### src/rtl/id_ex_stage.sv
// id_ex_stage: ID/EX pipeline register with forwarding, operand select and shift/ALU control decode.
module id_ex_stage #(
    parameter int XLEN = 32
) (
    input  logic            clk_i,
    input  logic            rst_i,
    input  logic            valid_i,
    output logic            ready_o,
    input  logic [31:0]     instr_i,
    input  logic [XLEN-1:0] pc_i,
    input  logic [XLEN-1:0] rs1_data_i,
    input  logic [XLEN-1:0] rs2_data_i,
    input  logic            flush_i,
    input  logic            exm_wr_en_i,
    input  logic [4:0]      exm_rd_i,
    input  logic [XLEN-1:0] exm_data_i,
    input  logic            wb_wr_en_i,
    input  logic [4:0]      wb_rd_i,
    input  logic [XLEN-1:0] wb_data_i,
    output logic            valid_o,
    input  logic            ready_i,
    output logic [XLEN-1:0] a_o,
    output logic [XLEN-1:0] b_o,
    output logic [2:0]      op_o,
    output logic            arithmetic_o,
    output logic            shift_sel_o,
    output logic [4:0]      rd_o,
    output logic            wr_en_o,
    output logic            illegal_o,
    output logic [XLEN-1:0] pc_o
);
    logic [6:0]      opcode;
    logic [2:0]      funct3;
    logic [4:0]      rs1, rs2, rd;
    logic            is_op, is_imm, is_shift, arith_n, load;
    logic [XLEN-1:0] rs1_fwd, rs2_fwd, imm, b_n;
    logic            wen_q;

    assign opcode   = instr_i[6:0];
    assign funct3   = instr_i[14:12];
    assign rs1      = instr_i[19:15];
    assign rs2      = instr_i[24:20];
    assign rd       = instr_i[11:7];
    assign is_op    = opcode == 7'b0110011;
    assign is_imm   = opcode == 7'b0010011;
    assign is_shift = funct3 == 3'b001 || funct3 == 3'b101;

    // EX/MEM is younger than MEM/WB, so it wins when both target the same register
    assign rs1_fwd = rs1 == 5'd0 ? '0 :
                     (exm_wr_en_i && exm_rd_i == rs1) ? exm_data_i :
                     (wb_wr_en_i && wb_rd_i == rs1) ? wb_data_i : rs1_data_i;
    assign rs2_fwd = rs2 == 5'd0 ? '0 :
                     (exm_wr_en_i && exm_rd_i == rs2) ? exm_data_i :
                     (wb_wr_en_i && wb_rd_i == rs2) ? wb_data_i : rs2_data_i;

    // Immediate shifts carry a 5-bit shamt; instr[30] there is the SRAI flag, not immediate data
    assign imm = is_shift ? {{(XLEN-5){1'b0}}, instr_i[24:20]} : {{(XLEN-12){instr_i[31]}}, instr_i[31:20]};
    assign b_n = is_op ? rs2_fwd : imm;
    assign arith_n = is_op  ? instr_i[30] && (funct3 == 3'b000 || funct3 == 3'b101) :
                     is_imm ? instr_i[30] && funct3 == 3'b101 : 1'b0;

    assign ready_o = ~valid_o | ready_i;
    assign load    = valid_i & ready_o & ~flush_i;
    assign wr_en_o = valid_o & wen_q;

    always_ff @(posedge clk_i or posedge rst_i) begin
        if (rst_i) begin
            valid_o      <= 1'b0;
            a_o          <= '0;
            b_o          <= '0;
            op_o         <= '0;
            arithmetic_o <= 1'b0;
            shift_sel_o  <= 1'b0;
            rd_o         <= '0;
            wen_q        <= 1'b0;
            illegal_o    <= 1'b0;
            pc_o         <= '0;
        end else begin
            valid_o <= flush_i ? 1'b0 : load ? 1'b1 : ready_i ? 1'b0 : valid_o;
            if (load) begin
                a_o          <= rs1_fwd;
                b_o          <= b_n;
                op_o         <= funct3;
                arithmetic_o <= arith_n;
                shift_sel_o  <= is_shift;
                rd_o         <= rd;
                wen_q        <= (is_op || is_imm) && rd != 5'd0;
                illegal_o    <= ~(is_op || is_imm);
                pc_o         <= pc_i;
            end
        end
    end
endmodule

### config.mk
export PLATFORM = sky130hd
export DESIGN_NAME = id_ex_stage
export DESIGN_NICKNAME = d
export VERILOG_FILES = /design/src/rtl/id_ex_stage.sv
export SDC_FILE = /design/constraint.sdc
export NUM_CORES = 1
export LEC_CHECK = 0
export CAP_MARGIN = 30
export CORE_MARGIN = 1
export CORE_UTILIZATION = 38
export CTS_CLUSTER_DIAMETER = 60
export DETAILED_ROUTE_END_ITERATION = 8
export GPL_TIMING_DRIVEN = 1
export HOLD_SLACK_MARGIN = 0.03
export PLACE_DENSITY = 0.79
export SYNTH_ARGS = -nofsm -noshare
export SYNTH_HDL_FRONTEND = slang
export SYNTH_SLANG_ARGS = --single-unit
### constraint.sdc
create_clock -name clk_i -period 5 [get_ports clk_i]
set_clock_uncertainty 0.2 [all_clocks]
set_input_delay 1.25 -clock clk_i [delete_from_list [all_inputs] [get_ports clk_i]]
set_output_delay 1.25 -clock clk_i [all_outputs]
set_load 0.02 [all_outputs]
# After elaboration in Yosys (flattened, before gate mapping)
# Cells that the tools add are included.
# word_totals
wordCells,53
regBits,109
# classes
reduce_logical,15
n_eq_ne,8
bitwise,7
muxes,13
# op_table
cell,count
32-bit 2-to-1 mux,8
5-bit equality test,4
5-bit logical NOT,2
"7-bit by 5-bit equality test with 1-bit output, second input constant",1
"7-bit by 6-bit equality test with 1-bit output, second input constant",1
1-bit logical AND,7
1-bit 2-to-1 mux,5
5-bit nonzero test,1
1-bit AND,3
"3-bit by 1-bit equality test with 1-bit output, second input constant",1
"3-bit equality test, second input constant",1
3-bit logical NOT,1
1-bit logical OR,3
1-bit NOT,3
3-bit nonzero test,1
1-bit OR,1

# Depth between registers and ports, before layout
# Gate-level depths: netlist (run 1).
# depth
word_depth,6
depth_mapped,7
mapped_depth_nobuf,6

# Worst setup path before layout (run 1)
# OpenSTA, ideal clock, no wires.
# synth_path
kind,input -> output
startpoint,input ready_i
endpoint,output ready_o
path_slack_ps,2000
n_path_buf,0
stages,2
arrival_ps,1550
path_cell_list,nor2b_1 -> inv_1
# synth_between
elab_chain_cells,1
# synth_rtl
item,line,rtl
from (decl),21,"input logic ready_i,"
1-bit OR,62,assign ready_o = ~valid_o | ready_i;
to (decl),8,"output logic ready_o,"
# Every way passes these cells.

# Worst setup path after layout (run 1)
# Same ends and word-level chain as after synthesis.

==> results of run 1 <==
worst max-delay path: stages:
cell	delay, ns
clkdlybuf4s50_1	0.40
nor2b_1	0.23
inv_1	0.14
clkdlybuf4s50_1	0.56
final cells by class:
class,count,area (sq um)
clock buffers,10,239
clock inverters,5,82.6
fillers,1319,5700
inverters,3,13.8
multi-input cells,454,2920
flip-flops and latches,109,2730
well taps,188,235
repair buffers,328,3280
report_power, final:
part           switching (W)  total, W  internal [W]
Clock               0.000344  0.000797      0.000453
Combinational       0.000443  0.000920      0.000477
Sequential         0.0000768   0.00109       0.00101
cell usage in the layout, fill, tap and decap left out, types with 2 or more instances in the layout:
cell / instances
a211oi_1: 22
a211oi_2: 10
a21boi_0: 32
a21oi_1: 27
a22oi_1: 32
a2bb2oi_1: 6
and3_1: 5
and3_2: 2
buf_12: 2
buf_4: 8
bufinv_16: 2
clkbuf_16: 9
clkdlybuf4s50_1: 318
dfrtp_1: 109
inv_1: 2
mux2i_1: 32
nand2_1: 134
nor2_1: 17
nor2_2: 3
o21ai_0: 10
o21ai_1: 45
o221ai_1: 21
o31ai_1: 3
o31ai_2: 9
or4_1: 3
xnor2_1: 10
xor2_1: 10
state kept, by name, summed over array words and instances, names as in the netlist:
register,count
valid_o,1
pc_o,32
b_o,32
illegal_o,1
rd_o,5
a_o,32
shift_sel_o,1
wen_q,1
arithmetic_o,1
op_o,3
per-stage QoR:
step,total power [W],area [sq um],hold WS [ns],std cells
6_report,0.00280,9500,0.272,1097
5_1_grt,0.00293,9500,0.290,1097
4_1_cts,0.00283,9500,0.279,1097
2_1_floorplan,0.00150,5900,0.241,618
3_5_place_dp,0.00203,9180,0.261,1082
3_3_place_gp,0.00202,9180,0.256,1082
cell families (layout without fill, tap and decap cells):
group / count (synthesis) / count (layout) / synth area share
AO/OA/AOI/OAI: 219 / 219 / 0.266
flip-flops: 109 / 109 / 0.462
multiplexers: 32 / 32 / 0.0543
XOR/XNOR: 20 / 20 / 0.0297
AND/OR/NAND/NOR: 183 / 183 / 0.137
buffers and inverters: 55 / 346 / 0.0505
metal layers:
layer | GRT usage | up-vias | routed length [microns]
met2 | 0.449 | 280 | 10300
met3 | 0.0793 | 54 | 1860
met5 | 0 | - | 11
met4 | 0.132 | 2 | 718
met1 | 0.320 | 2808 | 8670
li1 | - | 2809 | -
worst max-delay path by stage:
stage	from	end	depth (start not counted)
2_1_floorplan	rst_i	a_o[0]	1
3_3_place_gp	ready_i	ready_o	4
3_5_place_dp	ready_i	ready_o	4
4_1_cts	ready_i	ready_o	4
5_1_grt	ready_i	ready_o	4
6_report	ready_i	ready_o	4
==> flow_summary.toml, run 1 <==
[global_route]
grt_first_pass_wirelength_microns = 33000
grt_pass1_vias = 6103
gr-total-overflow = 0
antenna_found_initial = 1
grt_max_degree = 110
grtUsageTotal = 0.270

[setup_path]
cp-end-kind = "output pin"
r2r-end = "b_o[0]"
critical_path_peak_fanout = 3
crit_required_ns = 3.55
reg2regPathDepth = 6
timing.reg2reg.setup_slack_ns = 2.76
startpoint_type = "input pin"
critPathKind = "input pin to output pin"
rr_startpoint = "valid_o"
worst-endpoint-arrival_ns = 2.58

[timing]
relSlewSlack = 0.296
finalWorstSetupSlack_ns = 0.968
tns_ns = 0
timing.final.crit_share = 0.806
report.final.slew_viol_count = 0
setup-violations-final = 0
clock.fmax_mhz = 248
hold_viol = 0
worst_slew_pin_slew_ns = 1.05
period_needed_ns = 4.03
rsz0062_at_grt = "no"

[clocking]
clkSinkCount = 109
post-cts-setup-buffers = 0
cts_made_buffers = 9
htree_levels = 3
clk_pin_slew_worst_paths_ns = 0.07
cts_tree = "done"
cts_resized = 0
holdBufCountCts = 0
clk-insertion-delay-late_ns = 0.35
cts_buffer_depth = 2
root_buffer = "clkbuf_16"

[min_path]
whs_endpoint = "pc_o[8]"
worstHoldPathCells = 2
hold_start = "pc_o[8]"
hold_class = "flip-flop to flip-flop"

[place]
dp_hpwl_microns = 15000
post-place-ws_ns = 0.950
port_buffers = 318
gp_congestion = 0.824

[run_status]
status = "finished, final reports clean"

[drt]
drc_errors = 0
via_per_inst = 5.43
dr.first_iter.drc_count = 316
wl_per_cell_microns = 19.7
dr.pass1.iters = 4
wirelength_microns = 21600
vias = 5953
ant_nets = 0

[die]
dieArea_sq_um = 16000
die_x_microns = 127
initial_core_util = 0.388
core-area_sq_um = 15200
die_h_microns = 127
ios = 319
num_rows = 45

[synth]
async_flop_share = 1.00
synth_area_sq_um = 5900
ys_seq_area_frac = 0.462
ys_types = 46
synth_nets = 827
ys_ff_latch = 109
synth_cells = 618
synth_area_leader_cell = "dfrtp_1"
yosysMostFrequentCell = "nand2_1"
synthFlopType = "dfrtp_1"
synth_edf_count = 0
synth_top_area_share = 0.462
yosys-top-cells-area = "dfrtp_1 (46%), nand2_1 (8.5%), mux2i_1 (5.4%)"
syn_avg_cell_area_sq_um = 9.55
synth_commonest_cells = "nand2_1 (134), dfrtp_1 (109), o21ai_1 (45)"
ys_warn_count = 0

[power_and_ir_drop]
irDropWorstVdd_uv = 199
p_leak_nw = 3.82
power_density_nw_per_um2 = 295

[job]
drv_cap = 0

[finish]
layout-drive-gt1-share = 0.0682
nets = 1114
final_util = 0.625
syn_to_final_growth_pct = 60.9
n_antenna_cell = 0
(Power assumes the default switching activity.)
==> run 2, diff against run 1 <==
- CORE_UTILIZATION: 38 -> 36
- PLACE_DENSITY: 0.79 -> 0.78
- clock period: 5 -> 3.3 ns (I/O delays scaled with it)
==> flow_summary.toml, run 2 (synthesis results as in run 1) <==
[drt]
dr.first_iter.drc_count = 232
drc_errors = 0
wirelength_microns = 21600
dr.pass1.iters = 5
ant_nets = 0
wl_per_cell_microns = 19.0
vias = 6014
via_per_inst = 5.29

[place]
post-place-ws_ns = 0.155
port_buffers = 318
dp_hpwl_microns = 16000
gp_congestion = 0.876

[timing]
timing.final.crit_share = 0.954
finalWorstSetupSlack_ns = 0.151
relSlewSlack = 0.709
hold_viol = 0
report.final.slew_viol_count = 0
rsz0062_at_grt = "no"
worst_slew_pin_slew_ns = 0.437
period_needed_ns = 3.15
timing.hold.ws_ns = 0.271
setup-violations-final = 0
clock.fmax_mhz = 318
tns_ns = 0

[power_and_ir_drop]
p_leak_nw = 3.87
power_density_nw_per_um2 = 436
irDropWorstVdd_uv = 321

[global_route]
grt_pass1_vias = 6044
antenna_found_initial = 0
grt_max_degree = 81
grtUsageTotal = 0.257
gr-total-overflow = 0
grt_first_pass_wirelength_microns = 33000

[clocking]
clk-insertion-delay-late_ns = 0.34
post-cts-setup-buffers = 0
htree_levels = 3
cts_tree = "done"
clk_pin_slew_worst_paths_ns = 0.07
root_buffer = "clkbuf_16"
clkSinkCount = 109
cts_made_buffers = 9
cts_resized = 0
holdBufCountCts = 0
cts_buffer_depth = 2

[finish]
final_cell_mix = "clkdlybuf4s50_1 (318), nand2_1 (134), dfrtp_1 (109), o21ai_1 (45)"
reg_top3 = "a_o: 32 flops, b_o: 32 flops, pc_o: 32 flops"
nets = 1125
layout-drive-gt1-share = 0.0793
n_antenna_cell = 0
fillCellCount = 1420
final_common_cell = "clkdlybuf4s50_1"
syn_to_final_growth_pct = 63.7

[job]
drv_cap = 0

[die]
dieArea_sq_um = 16900
num_rows = 46
die_x_microns = 130
ios = 319
initial_core_util = 0.370
die_h_microns = 130
core-area_sq_um = 15900

[setup_path]
startpoint_type = "input pin"
worst-endpoint-arrival_ns = 2.12
crit_required_ns = 2.27
cp-end-kind = "output pin"
critical_path_peak_fanout = 3
critPathKind = "input pin to output pin"

[run_status]
status = "finished, final reports clean"

[min_path]
hold_class = "flip-flop to flip-flop"
## run 2: final cells by class
type / count / area [sq um] / share of cell area
timing repair buffer: 339 / 3430 / 0.355
multi-input combinational: 454 / 2910 / 0.301
sequential: 109 / 2730 / 0.282
tap: 216 / 270 / 0.0280
clock buffer: 10 / 239 / 0.0247
clock inverter: 6 / 70.1 / 0.00725
inverter: 3 / 15.0 / 0.00155
## run 2: final timing paths
path                       startpoint       end  slack, ns  depth (start not counted)
setup reg to reg              valid_o   a_o[11]       1.26                          7
hold reg to reg               pc_o[2]   pc_o[2]       0.27                          2
hold / removal                pc_o[2]   pc_o[2]       0.27                          2
max in group asynchronous       rst_i  pc_o[19]       1.79                          3
setup / recovery              ready_i   ready_o       0.15                          4
min in group asynchronous       rst_i   op_o[2]       0.76                          3
## run 2: worst max-delay path, cell delays in order
cell             delay [ns]
clkdlybuf4s50_1        0.39
nor2b_1                0.23
inv_1                  0.13
clkdlybuf4s50_1        0.55
## run 2: metal layers
layer / global-route usage / wire length [microns] / vias up
met1: 0.306 / 8630 / 2884
met4: 0.0705 / 392 / 0
li1: - / - / 2839
met2: 0.460 / 10900 / 264
met5: 0 / 0 / -
met3: 0.0599 / 1670 / 27
## run 2: where the power goes
part           internal, W  switching, W
Clock             0.000617      0.000525
Combinational     0.000736      0.000681
Sequential         0.00153      0.000118
Total              0.00288       0.00132
## run 2: through the flow
stage / power [W] / cells / cell area, sq um / util
2_1_floorplan: 0.00227 / 618 / 5910 / -
3_3_place_gp: 0.00307 / 1121 / 9350 / 0.587
3_5_place_dp: 0.00310 / 1121 / 9350 / 0.587
4_1_cts: 0.00425 / 1137 / 9660 / 0.606
5_1_grt: 0.00442 / 1137 / 9660 / 0.606
6_report: 0.00421 / 1137 / 9660 / 0.606
==> run 3, diff against run 2 <==
- CTS_CLUSTER_DIAMETER: 60 -> unset
- HOLD_SLACK_MARGIN: 0.03 -> unset
==> results of run 3 <==
No change in the layout: final DEF, timing and power equal those of run 2.
